$ cat src/rtl/ps2_pkg.sv
// ps2_pkg: controller states, PS/2 protocol byte codes and state-graph helpers
// shared by the mouse host controller.
package ps2_pkg;

    typedef enum logic [3:0] {
        RST_SEND, RST_ACK, BAT_AA, BAT_ID,
        RATE_SEND, RATE_ACK, VAL_SEND, VAL_ACK,
        EN_SEND, EN_ACK, READY, USR_SEND, USR_ACK, ERROR
    } ps2_ctrl_state_t;

    localparam logic [7:0] PS2_CMD_RESET    = 8'hFF;
    localparam logic [7:0] PS2_CMD_SET_RATE = 8'hF3;
    localparam logic [7:0] PS2_CMD_ENABLE   = 8'hF4;
    localparam logic [7:0] PS2_ACK          = 8'hFA;
    localparam logic [7:0] PS2_RESEND       = 8'hFE;
    localparam logic [7:0] PS2_BAT_OK       = 8'hAA;
    localparam logic [7:0] PS2_MOUSE_ID     = 8'h00;

    function automatic logic is_send(ps2_ctrl_state_t s);
        return s inside {RST_SEND, RATE_SEND, VAL_SEND, EN_SEND, USR_SEND};
    endfunction

    // States that wait for one device byte under the shared timer.
    function automatic logic is_wait(ps2_ctrl_state_t s);
        return s inside {RST_ACK, BAT_AA, BAT_ID, RATE_ACK, VAL_ACK, EN_ACK, USR_ACK};
    endfunction

    function automatic logic [7:0] expect_byte(ps2_ctrl_state_t s);
        return (s == BAT_AA) ? PS2_BAT_OK : (s == BAT_ID) ? PS2_MOUSE_ID : PS2_ACK;
    endfunction

    function automatic ps2_ctrl_state_t ack_state(ps2_ctrl_state_t s);
        case (s)
            RST_SEND:  return RST_ACK;
            RATE_SEND: return RATE_ACK;
            VAL_SEND:  return VAL_ACK;
            EN_SEND:   return EN_ACK;
            default:   return USR_ACK;
        endcase
    endfunction

    function automatic ps2_ctrl_state_t pass_state(ps2_ctrl_state_t s);
        case (s)
            RST_ACK:  return BAT_AA;
            BAT_AA:   return BAT_ID;
            BAT_ID:   return RATE_SEND;
            RATE_ACK: return VAL_SEND;
            VAL_ACK:  return EN_SEND;
            default:  return READY;
        endcase
    endfunction

    // Self-test failures count against the reset byte, so they resend FF.
    function automatic ps2_ctrl_state_t fail_state(ps2_ctrl_state_t s);
        case (s)
            RST_ACK, BAT_AA, BAT_ID: return RST_SEND;
            RATE_ACK: return RATE_SEND;
            VAL_ACK:  return VAL_SEND;
            EN_ACK:   return EN_SEND;
            default:  return USR_SEND;
        endcase
    endfunction

endpackage

$ cat src/rtl/ps2_timeout.sv
// ps2_timeout: loadable down-counter that stops at zero; expired_o is high
// while the count is zero.
module ps2_timeout #(
    parameter int W = 8
) (
    input  logic         clk_i,
    input  logic         reset_ni,
    input  logic         load_i,
    input  logic [W-1:0] value_i,
    output logic         expired_o
);

    logic [W-1:0] cnt_q, cnt_d;

    assign expired_o = (cnt_q == '0);

    always_comb cnt_d = load_i ? value_i : (expired_o ? cnt_q : cnt_q - W'(1));

    always_ff @(posedge clk_i or negedge reset_ni) begin
        if (!reset_ni) cnt_q <= '0;
        else           cnt_q <= cnt_d;
    end

endmodule

$ cat src/rtl/ps2_mouse_ctrl.sv
// ps2_mouse_ctrl: PS/2 mouse host sequencer - runs reset/self-test/rate/enable
// initialisation with retries, then forwards stream bytes and user commands.
module ps2_mouse_ctrl
    import ps2_pkg::*;
#(
    parameter int unsigned ACK_TIMEOUT = 2_000_000,
    parameter int unsigned BAT_TIMEOUT = 100_000_000,
    parameter int unsigned MAX_RETRY   = 3,
    parameter logic [7:0]  SAMPLE_RATE = 8'd100
) (
    input  logic       clk_i,
    input  logic       reset_ni,
    input  logic       restart_i,
    input  logic       tx_idle_i,
    input  logic       tx_done_i,
    output logic       tx_en_o,
    output logic [7:0] tx_data_o,
    input  logic       rx_done_i,
    input  logic [7:0] rx_data_i,
    input  logic       cmd_req_i,
    input  logic [7:0] cmd_data_i,
    output logic       cmd_ready_o,
    output logic       cmd_done_o,
    output logic       cmd_ok_o,
    output logic       data_valid_o,
    output logic [7:0] data_o,
    output logic       init_done_o,
    output logic       init_err_o
);

    localparam int TW = $clog2(BAT_TIMEOUT + 1);
    localparam int RW = $clog2(MAX_RETRY + 1);

    ps2_ctrl_state_t state_q, state_d;
    logic [RW-1:0]   retry_q, retry_d, retry_inc;
    logic            sent_q, sent_d;
    logic            tx_en_q, tx_en_d;
    logic [7:0]      tx_data_q, tx_data_d;
    logic [7:0]      cmd_q, cmd_d;
    logic            data_valid_q, data_valid_d;
    logic [7:0]      data_q, data_d;
    logic            cmd_done_q, cmd_done_d;
    logic            cmd_ok_q, cmd_ok_d;
    logic            tmr_load, tmr_exp;
    logic [TW-1:0]   tmr_val;
    logic [7:0]      send_byte;

    ps2_timeout #(.W(TW)) u_timeout (
        .clk_i     (clk_i),
        .reset_ni  (reset_ni),
        .load_i    (tmr_load),
        .value_i   (tmr_val),
        .expired_o (tmr_exp)
    );

    assign send_byte = (state_q == RST_SEND)  ? PS2_CMD_RESET    :
                       (state_q == RATE_SEND) ? PS2_CMD_SET_RATE :
                       (state_q == VAL_SEND)  ? SAMPLE_RATE      :
                       (state_q == EN_SEND)   ? PS2_CMD_ENABLE   : cmd_q;
    assign retry_inc = (retry_q == RW'(MAX_RETRY)) ? retry_q : retry_q + RW'(1);

    assign tx_en_o      = tx_en_q;
    assign tx_data_o    = tx_data_q;
    assign cmd_done_o   = cmd_done_q;
    assign cmd_ok_o     = cmd_ok_q;
    assign data_valid_o = data_valid_q;
    assign data_o       = data_q;
    assign cmd_ready_o  = (state_q == READY) && !restart_i;
    assign init_done_o  = state_q inside {READY, USR_SEND, USR_ACK};
    assign init_err_o   = (state_q == ERROR);

    always_comb begin
        state_d      = state_q;
        retry_d      = retry_q;
        sent_d       = sent_q;
        tx_en_d      = 1'b0;
        tx_data_d    = tx_data_q;
        cmd_d        = cmd_q;
        data_valid_d = 1'b0;
        data_d       = data_q;
        cmd_done_d   = 1'b0;
        cmd_ok_d     = 1'b0;
        tmr_load     = 1'b0;
        tmr_val      = '0;
        if (restart_i) begin
            state_d  = RST_SEND;
            retry_d  = '0;
            sent_d   = 1'b0;
            tmr_load = 1'b1;
        end else if (is_send(state_q)) begin
            // sent_q makes the start pulse one-shot per visit to a send state
            if (!sent_q && tx_idle_i) begin
                tx_en_d   = 1'b1;
                sent_d    = 1'b1;
                tx_data_d = send_byte;
            end else if (sent_q && tx_done_i) begin
                state_d  = ack_state(state_q);
                sent_d   = 1'b0;
                tmr_load = 1'b1;
                tmr_val  = TW'(ACK_TIMEOUT);
            end
        end else if (is_wait(state_q) && (rx_done_i || tmr_exp)) begin
            if (rx_done_i && rx_data_i == expect_byte(state_q)) begin
                state_d    = pass_state(state_q);
                retry_d    = '0;
                cmd_done_d = (state_q == USR_ACK);
                cmd_ok_d   = (state_q == USR_ACK);
                if (state_d inside {BAT_AA, BAT_ID}) begin
                    tmr_load = 1'b1;
                    tmr_val  = TW'(BAT_TIMEOUT);
                end
            end else begin
                retry_d    = retry_inc;
                state_d    = (retry_inc < RW'(MAX_RETRY)) ? fail_state(state_q) : ERROR;
                cmd_done_d = (state_q == USR_ACK) && (state_d == ERROR);
            end
        end else if (state_q == READY) begin
            data_valid_d = rx_done_i;
            data_d       = rx_done_i ? rx_data_i : data_q;
            if (cmd_req_i) begin
                cmd_d   = cmd_data_i;
                state_d = USR_SEND;
            end
        end
    end

    always_ff @(posedge clk_i or negedge reset_ni) begin
        if (!reset_ni) begin
            state_q      <= RST_SEND;
            retry_q      <= '0;
            sent_q       <= 1'b0;
            tx_en_q      <= 1'b0;
            tx_data_q    <= '0;
            cmd_q        <= '0;
            data_valid_q <= 1'b0;
            data_q       <= '0;
            cmd_done_q   <= 1'b0;
            cmd_ok_q     <= 1'b0;
        end else begin
            state_q      <= state_d;
            retry_q      <= retry_d;
            sent_q       <= sent_d;
            tx_en_q      <= tx_en_d;
            tx_data_q    <= tx_data_d;
            cmd_q        <= cmd_d;
            data_valid_q <= data_valid_d;
            data_q       <= data_d;
            cmd_done_q   <= cmd_done_d;
            cmd_ok_q     <= cmd_ok_d;
        end
    end

endmodule

$ cat config.mk
export PLATFORM = sky130hd
export DESIGN_NAME = ps2_mouse_ctrl
export DESIGN_NICKNAME = d
export VERILOG_FILES = /design/src/rtl/ps2_pkg.sv /design/src/rtl/ps2_timeout.sv /design/src/rtl/ps2_mouse_ctrl.sv
export SDC_FILE = /design/constraint.sdc
export NUM_CORES = 1
export LEC_CHECK = 0
export BUFFER_PORTS_ARGS = -buffer_cell sky130_fd_sc_hd__buf_2
export CORE_ASPECT_RATIO = 1.5
export CORE_MARGIN = 2
export CORE_UTILIZATION = 44
export CTS_BUF_LIST = sky130_fd_sc_hd__clkbuf_8
export CTS_CLUSTER_DIAMETER = 100
export DETAILED_ROUTE_END_ITERATION = 12
export PLACE_DENSITY_LB_ADDON = 0.12
export SLEW_MARGIN = 20
export SYNTH_ARGS = -nofsm -noshare
export SYNTH_HDL_FRONTEND = slang
export SYNTH_SLANG_ARGS = --single-unit
$ cat constraint.sdc
create_clock -name clk_i -period 3.55 [get_ports clk_i]
set_clock_uncertainty 0.15 [all_clocks]
set_input_delay 0.355 -clock clk_i [delete_from_list [all_inputs] [get_ports clk_i]]
set_output_delay 0.355 -clock clk_i [all_outputs]
set_load 0.005 [all_outputs]
# == Word-level counts from Yosys, hierarchy flattened ==
# Index checks and enable logic that the tools add are counted.
# totals
register_bits,62
in_bits,23
output_inout_bits,23
wordCells,132
# op_classes
n_addsub,2
magnitude_cmp,1
n_eq_ne,22
muxes,66
bitwise_logic,3
n_reduce_logical,27
# op_table
cell,count
$mux W27,7
$mux W4,17
$mux W8,6
$mux W21,2
$pmux W4 S4,2
$eq A4 B4 Y1 const B,7
$logic_not A27 Y1,1
$sub A27 B1 Y27 const B,1
$mux W1,26
$pmux W4 S5,1
$eq A4 B2 Y1 const B,4
$eq A4 B3 Y1 const B,4
$mux W2,5
$reduce_and A5 Y1,2
$eq A8 B8 Y1,1
$reduce_bool A4 Y1,2
$reduce_bool A7 Y1,1
$logic_and A1 B1 Y1,6
$reduce_bool A2 Y1,3
$reduce_bool A3 Y1,2
$reduce_bool A5 Y1,1
$eq A4 B1 Y1 const B,1
$logic_not A4 Y1,1
$reduce_and A2 Y1,2
13 further kinds,16

# == Logic depth before layout (Yosys ltp) ==
# depth
word_depth,17
depth_mapped,10
mapped_depth_nobuf,8

# == Cells and area by module ==
# Synthesis repeated with hierarchy kept, for this count alone.
# hier_totals
hier_cells,367
area_unflattened_um2,3508.4
# modules_own_cells
module,n_inst,cells_each,area_each_um2,seq_area_each_um2
ps2_mouse_ctrl,1,192,1813.0,875.8
ps2_timeout,1,175,1695.4,675.6

# == Least setup slack after synthesis ==
# No wires, ideal clock.
# synth_timing
path_type,register -> register
start,register u_timeout.cnt_q[0]
end,register state_q[1]
setup_ns,0.125
arrival_time_ns,2.715
required_ns,3.275
slack_ns,0.561
path_stages_with_launch,9
path_buffers,1
period_less_slack_ns,2.989
cell_sequence,dfrtp_1 -> inv_1 -> ha_1 -> or3b_2 -> or4b_4 -> buf_6 -> or4_4 -> a2bb2oi_4 -> mux2_2
# synth_between
elab_chain_len,6
# synth_lines
element,line,source
from (decl),ps2_timeout.sv:13,"logic [W-1:0] cnt_q, cnt_d;"
from (signal assigned),ps2_timeout.sv:21,else cnt_q <= cnt_d;
$logic_not A27 Y1 *,ps2_timeout.sv:15,assign expired_o = (cnt_q == '0);
$logic_or A1 B1 Y1 *,ps2_mouse_ctrl.sv:102,end else if (is_wait(state_q) && (rx_done_i || tmr_exp)) begin
$logic_and A1 B1 Y1 *,ps2_mouse_ctrl.sv:102,
$mux W4,ps2_mouse_ctrl.sv:102,
$mux W4,ps2_mouse_ctrl.sv:90,end else if (is_send(state_q)) begin
$mux W4,ps2_mouse_ctrl.sv:85,if (restart_i) begin
to (signal assigned),ps2_mouse_ctrl.sv:140,state_q <= state_d;
to (decl),ps2_mouse_ctrl.sv:34,"ps2_ctrl_state_t state_q, state_d;"
# Every way passes the cells marked *; elsewhere a longest branch is shown, timed or not.
# A chain may end at the register's enable or synchronous reset.

# == Final worst setup path ==
# Ends and elaborated chain as after synthesis.

==> flow_summary.ini <==
[status]
outcome = completed

[route]
via_count = 2730
wl_per_cell_microns = 15.75
drc = 0
routed_wl_microns = 7827
ant_nets = 0
dr.pass1.iters = 4
drt-initial-drc-count = 150
vias_per_cell = 5.493

[synth]
syn_inst = 339
syn-num-nets = 363
synth_xor_area_share_pct = 5.305
yosys.area_share.simple_pct = 20.99
async_flop_share_pct = 100.0
netlist.area_leader.share_pct = 46.99
synth-seq-cells = 62
synth_seq_area_share_pct = 46.99
synth_cell_types = 57
synth_compound_area_share_pct = 15.65
yosys-top-cells-area = dfrtp_1, mux2_2, nor2_1, a21oi_1, xor2_1
synth_area_sq_mm = 0.003302
avgSynthCellArea_sq_um = 9.740
yosys_warnings = 0
synth-edff-count = 0
synth_top_flop_cell = dfrtp_1
synthMuxAreaShare_pct = 7.389
synthAdderAreaFrac_pct = 0.3789
yosysTopAreaCell = dfrtp_1
synth_top_family_by_area = simple AND/OR/NAND/NOR gates

[timing]
tightest_slew_ps = 698.6
hold_viol = 0
final.setup.tns_ps = 0
relSlewSlack_pct = 53.22
fin_crit_sh_pct = 87.69
rsz0062_at_grt = no
max_freq_ghz = 0.3212
fin_ws_ps = 436.8
fin_crit_ps = 3113
maxSlewViolCount = 0
setup_violations = 0

[global_route]
grt-busiest-layer = met2
met3_usage_pct = 3.091
grt_util_met2_pct = 35.97
grt_use_total_pct = 21.26
grt_pass1_vias = 2729
antenna_found_initial = 0
grt_max_degree = 43
grt_pass1_wl_microns = 13020
grt_overflow = 0
use_met1_pct = 25.10

[floorplan]
rows = 38
die_area_sq_mm = 0.008227
coreArea_sq_mm = 0.007274
die_x_microns = 74.73
io_pins = 46
start_util_pct = 45.39
die_height_microns = 110.1

[layout]
fin_nets = 416
register_area_sq_mm = 0.001551
fillCellCount = 679
design_area_sq_mm = 0.003908
area_growth_pct = 18.34
antenna_cells = 0
final_cells = 497
drive_above_1_share_pct = 28.46
multi_input_area_sq_mm = 0.001647

[place]
routabilityCongestion = 0.8396
hpwlAfterDp_microns = 5613
io_buffer_count = 45
pre_cts_ws_ps = 460.5
dp_cells = 480
dpl_cell_area_sq_mm = 0.003676

[critical_path]
startpoint_type = flop
cp_max_fo = 11
critical_path_buf_inv_count = 1
cp.arrival_ps = 3200
worstPathRequired_ps = 3630
worst-setup-path-type = reg -> reg
crit_slowest_cell = or4b_4
critical_path.top_delay_family = simple AND/OR/NAND/NOR gates
cp-end-kind = flop
max_stage_delay_ps = 620
cp_cell_sequence = inv_1 > ha_1 > or3b_2 > or4b_4 > or4_4 > a2bb2oi_4 > mux2_2

[power]
seq_power_share_pct = 32.2
switchingPower_uw = 1503
power_leakage_uw = 0.001857
irDropWorstVdd_mv = 0.4884
p_clk_share_pct = 18.4
combPwrFrac_pct = 49.4
totalPowerFinal_uw = 3687
intPower_uw = 2184
p_per_area_mw_per_mm2 = 943.6
swShare_pct = 40.77

[clocking]
cts_tree = yes
root_buffer = clkbuf_8
clk_latency_ps = 360
htreeDepth = 3
ctsResizeCount = 0
cts_buffer_depth = 2
cts_setup_buffers = 0
cts_buffers = 9
clk_pin_slew_ps = 70
clock_sink_count = 62

[hold_path]
hp-class = in -> reg

[run]
cap_violations = 0
-- placed cells by master, fill, tap and decap left out, types with 2 or more instances in the layout --
cell type / count
a211oi_1: 3
a21o_1: 4
a21oi_1: 28
a21oi_2: 2
a221oi_1: 2
a31oi_1: 4
and2_1: 3
and4_1: 2
buf_2: 44
buf_4: 13
clkbuf_8: 13
clkinv_2: 2
dfrtp_1: 62
inv_1: 9
mux2_2: 19
mux2i_1: 3
nand2_1: 24
nand2b_1: 4
nand3_1: 9
nand4_1: 2
nor2_1: 38
nor2b_1: 3
nor3_1: 18
nor3b_1: 2
nor4_1: 6
o21a_1: 5
o21ai_0: 10
or2_2: 3
or3_1: 8
or3_2: 2
or4_1: 2
or4_4: 2
xnor2_1: 9
xor2_1: 11
-- cells by family (layout without fill, tap and decap cells) --
family,after synthesis,after routing
simple gates,134,134
compound gates,74,74
flops,62,62
buf+inv,26,84
mux,22,22
xor+xnor,20,20
fa+ha+maj,1,1
-- cells in the mapped netlist, types with 3 or more instances --
library cell  count
dfrtp_1          62
nor2_1           38
a21oi_1          28
nand2_1          24
mux2_2           19
nor3_1           18
clkbuf_1         11
xor2_1           11
o21ai_0          10
inv_1             9
nand3_1           9
xnor2_1           9
or3_1             8
nor4_1            6
o21a_1            5
a21o_1            4
a31oi_1           4
nand2b_1          4
a211oi_1          3
and2_1            3
buf_2             3
mux2i_1           3
nor2b_1           3
nor3b_1           3
or2_2             3
-- path summary, 6_finish.rpt --
| kind | start | end | slack [ps] | depth (start not counted) |
|---|---|---|---|---|
| min in group asynchronous | reset_ni | state_q[3]$_DFFE_PN0P_ | 380 | 2 |
| min | cmd_data_i[5] | cmd_q[5]$_DFFE_PN0P_ | 80 | 2 |
| max | u_timeout.cnt_q[0]$_DFFE_PN0P_ | state_q[1]$_DFFE_PN0P_ | 440 | 7 |
| max in group asynchronous | reset_ni | u_timeout.cnt_q[4]$_DFFE_PN0P_ | 2170 | 3 |
| min reg2reg | data_o[3]$_DFFE_PN0P_ | data_o[3]$_DFFE_PN0P_ | 350 | 1 |
| max reg2reg | u_timeout.cnt_q[0]$_DFFE_PN0P_ | state_q[1]$_DFFE_PN0P_ | 440 | 7 |
-- repair_timing --
item	4_1_cts	5_1_grt
endpoints found under the hold margin	0	41
endpoints found under the setup margin	0	0
hold buffers	0	1
-- cell type report --
class	instances	share of cell area (%)
timing repair buffer	58	8.389
multi-input combinational	251	42.14
tap	100	3.202
inverter	10	0.9606
clock inverter	3	1.025
clock buffer	13	4.579
sequential	62	39.71
-- per-stage QoR --
stage	hold WS [ps]	utilization [%]
2_1_floorplan	-90.59	-
3_3_place_gp	331.4	50.53
3_5_place_dp	338.2	50.53
4_1_cts	35.20	53.54
5_1_grt	75.66	53.72
6_report	77.81	53.72
-- sequential cells by signal, summed over array words and instances (netlist names), 2 cells and up --
register	count
tx_data_o	8
data_o	8
retry_q	2
state_q	4
u_timeout.cnt_q	27
cmd_q	8
-- metal layers --
layer  vias up  part of all wire, %
met1      1322                   41
met4         0                  3.3
met3        20                  2.8
met5         -                    0
met2        68                   53
li1       1320                    -
-- power by group through the flow --
| stage | registers [uW] | logic [uW] | clock network (uW) |
|---|---|---|---|
| 4_1_cts | 1190 | 1830 | 691 |
| 6_report | 1190 | 1820 | 678 |
| 3_3_place_gp | 1190 | 1810 | 0 |
| 2_1_floorplan | 1160 | 1350 | 0 |
| 3_5_place_dp | 1200 | 1820 | 0 |
| 5_1_grt | 1220 | 2050 | 724 |
(Power assumes the default switching activity.)
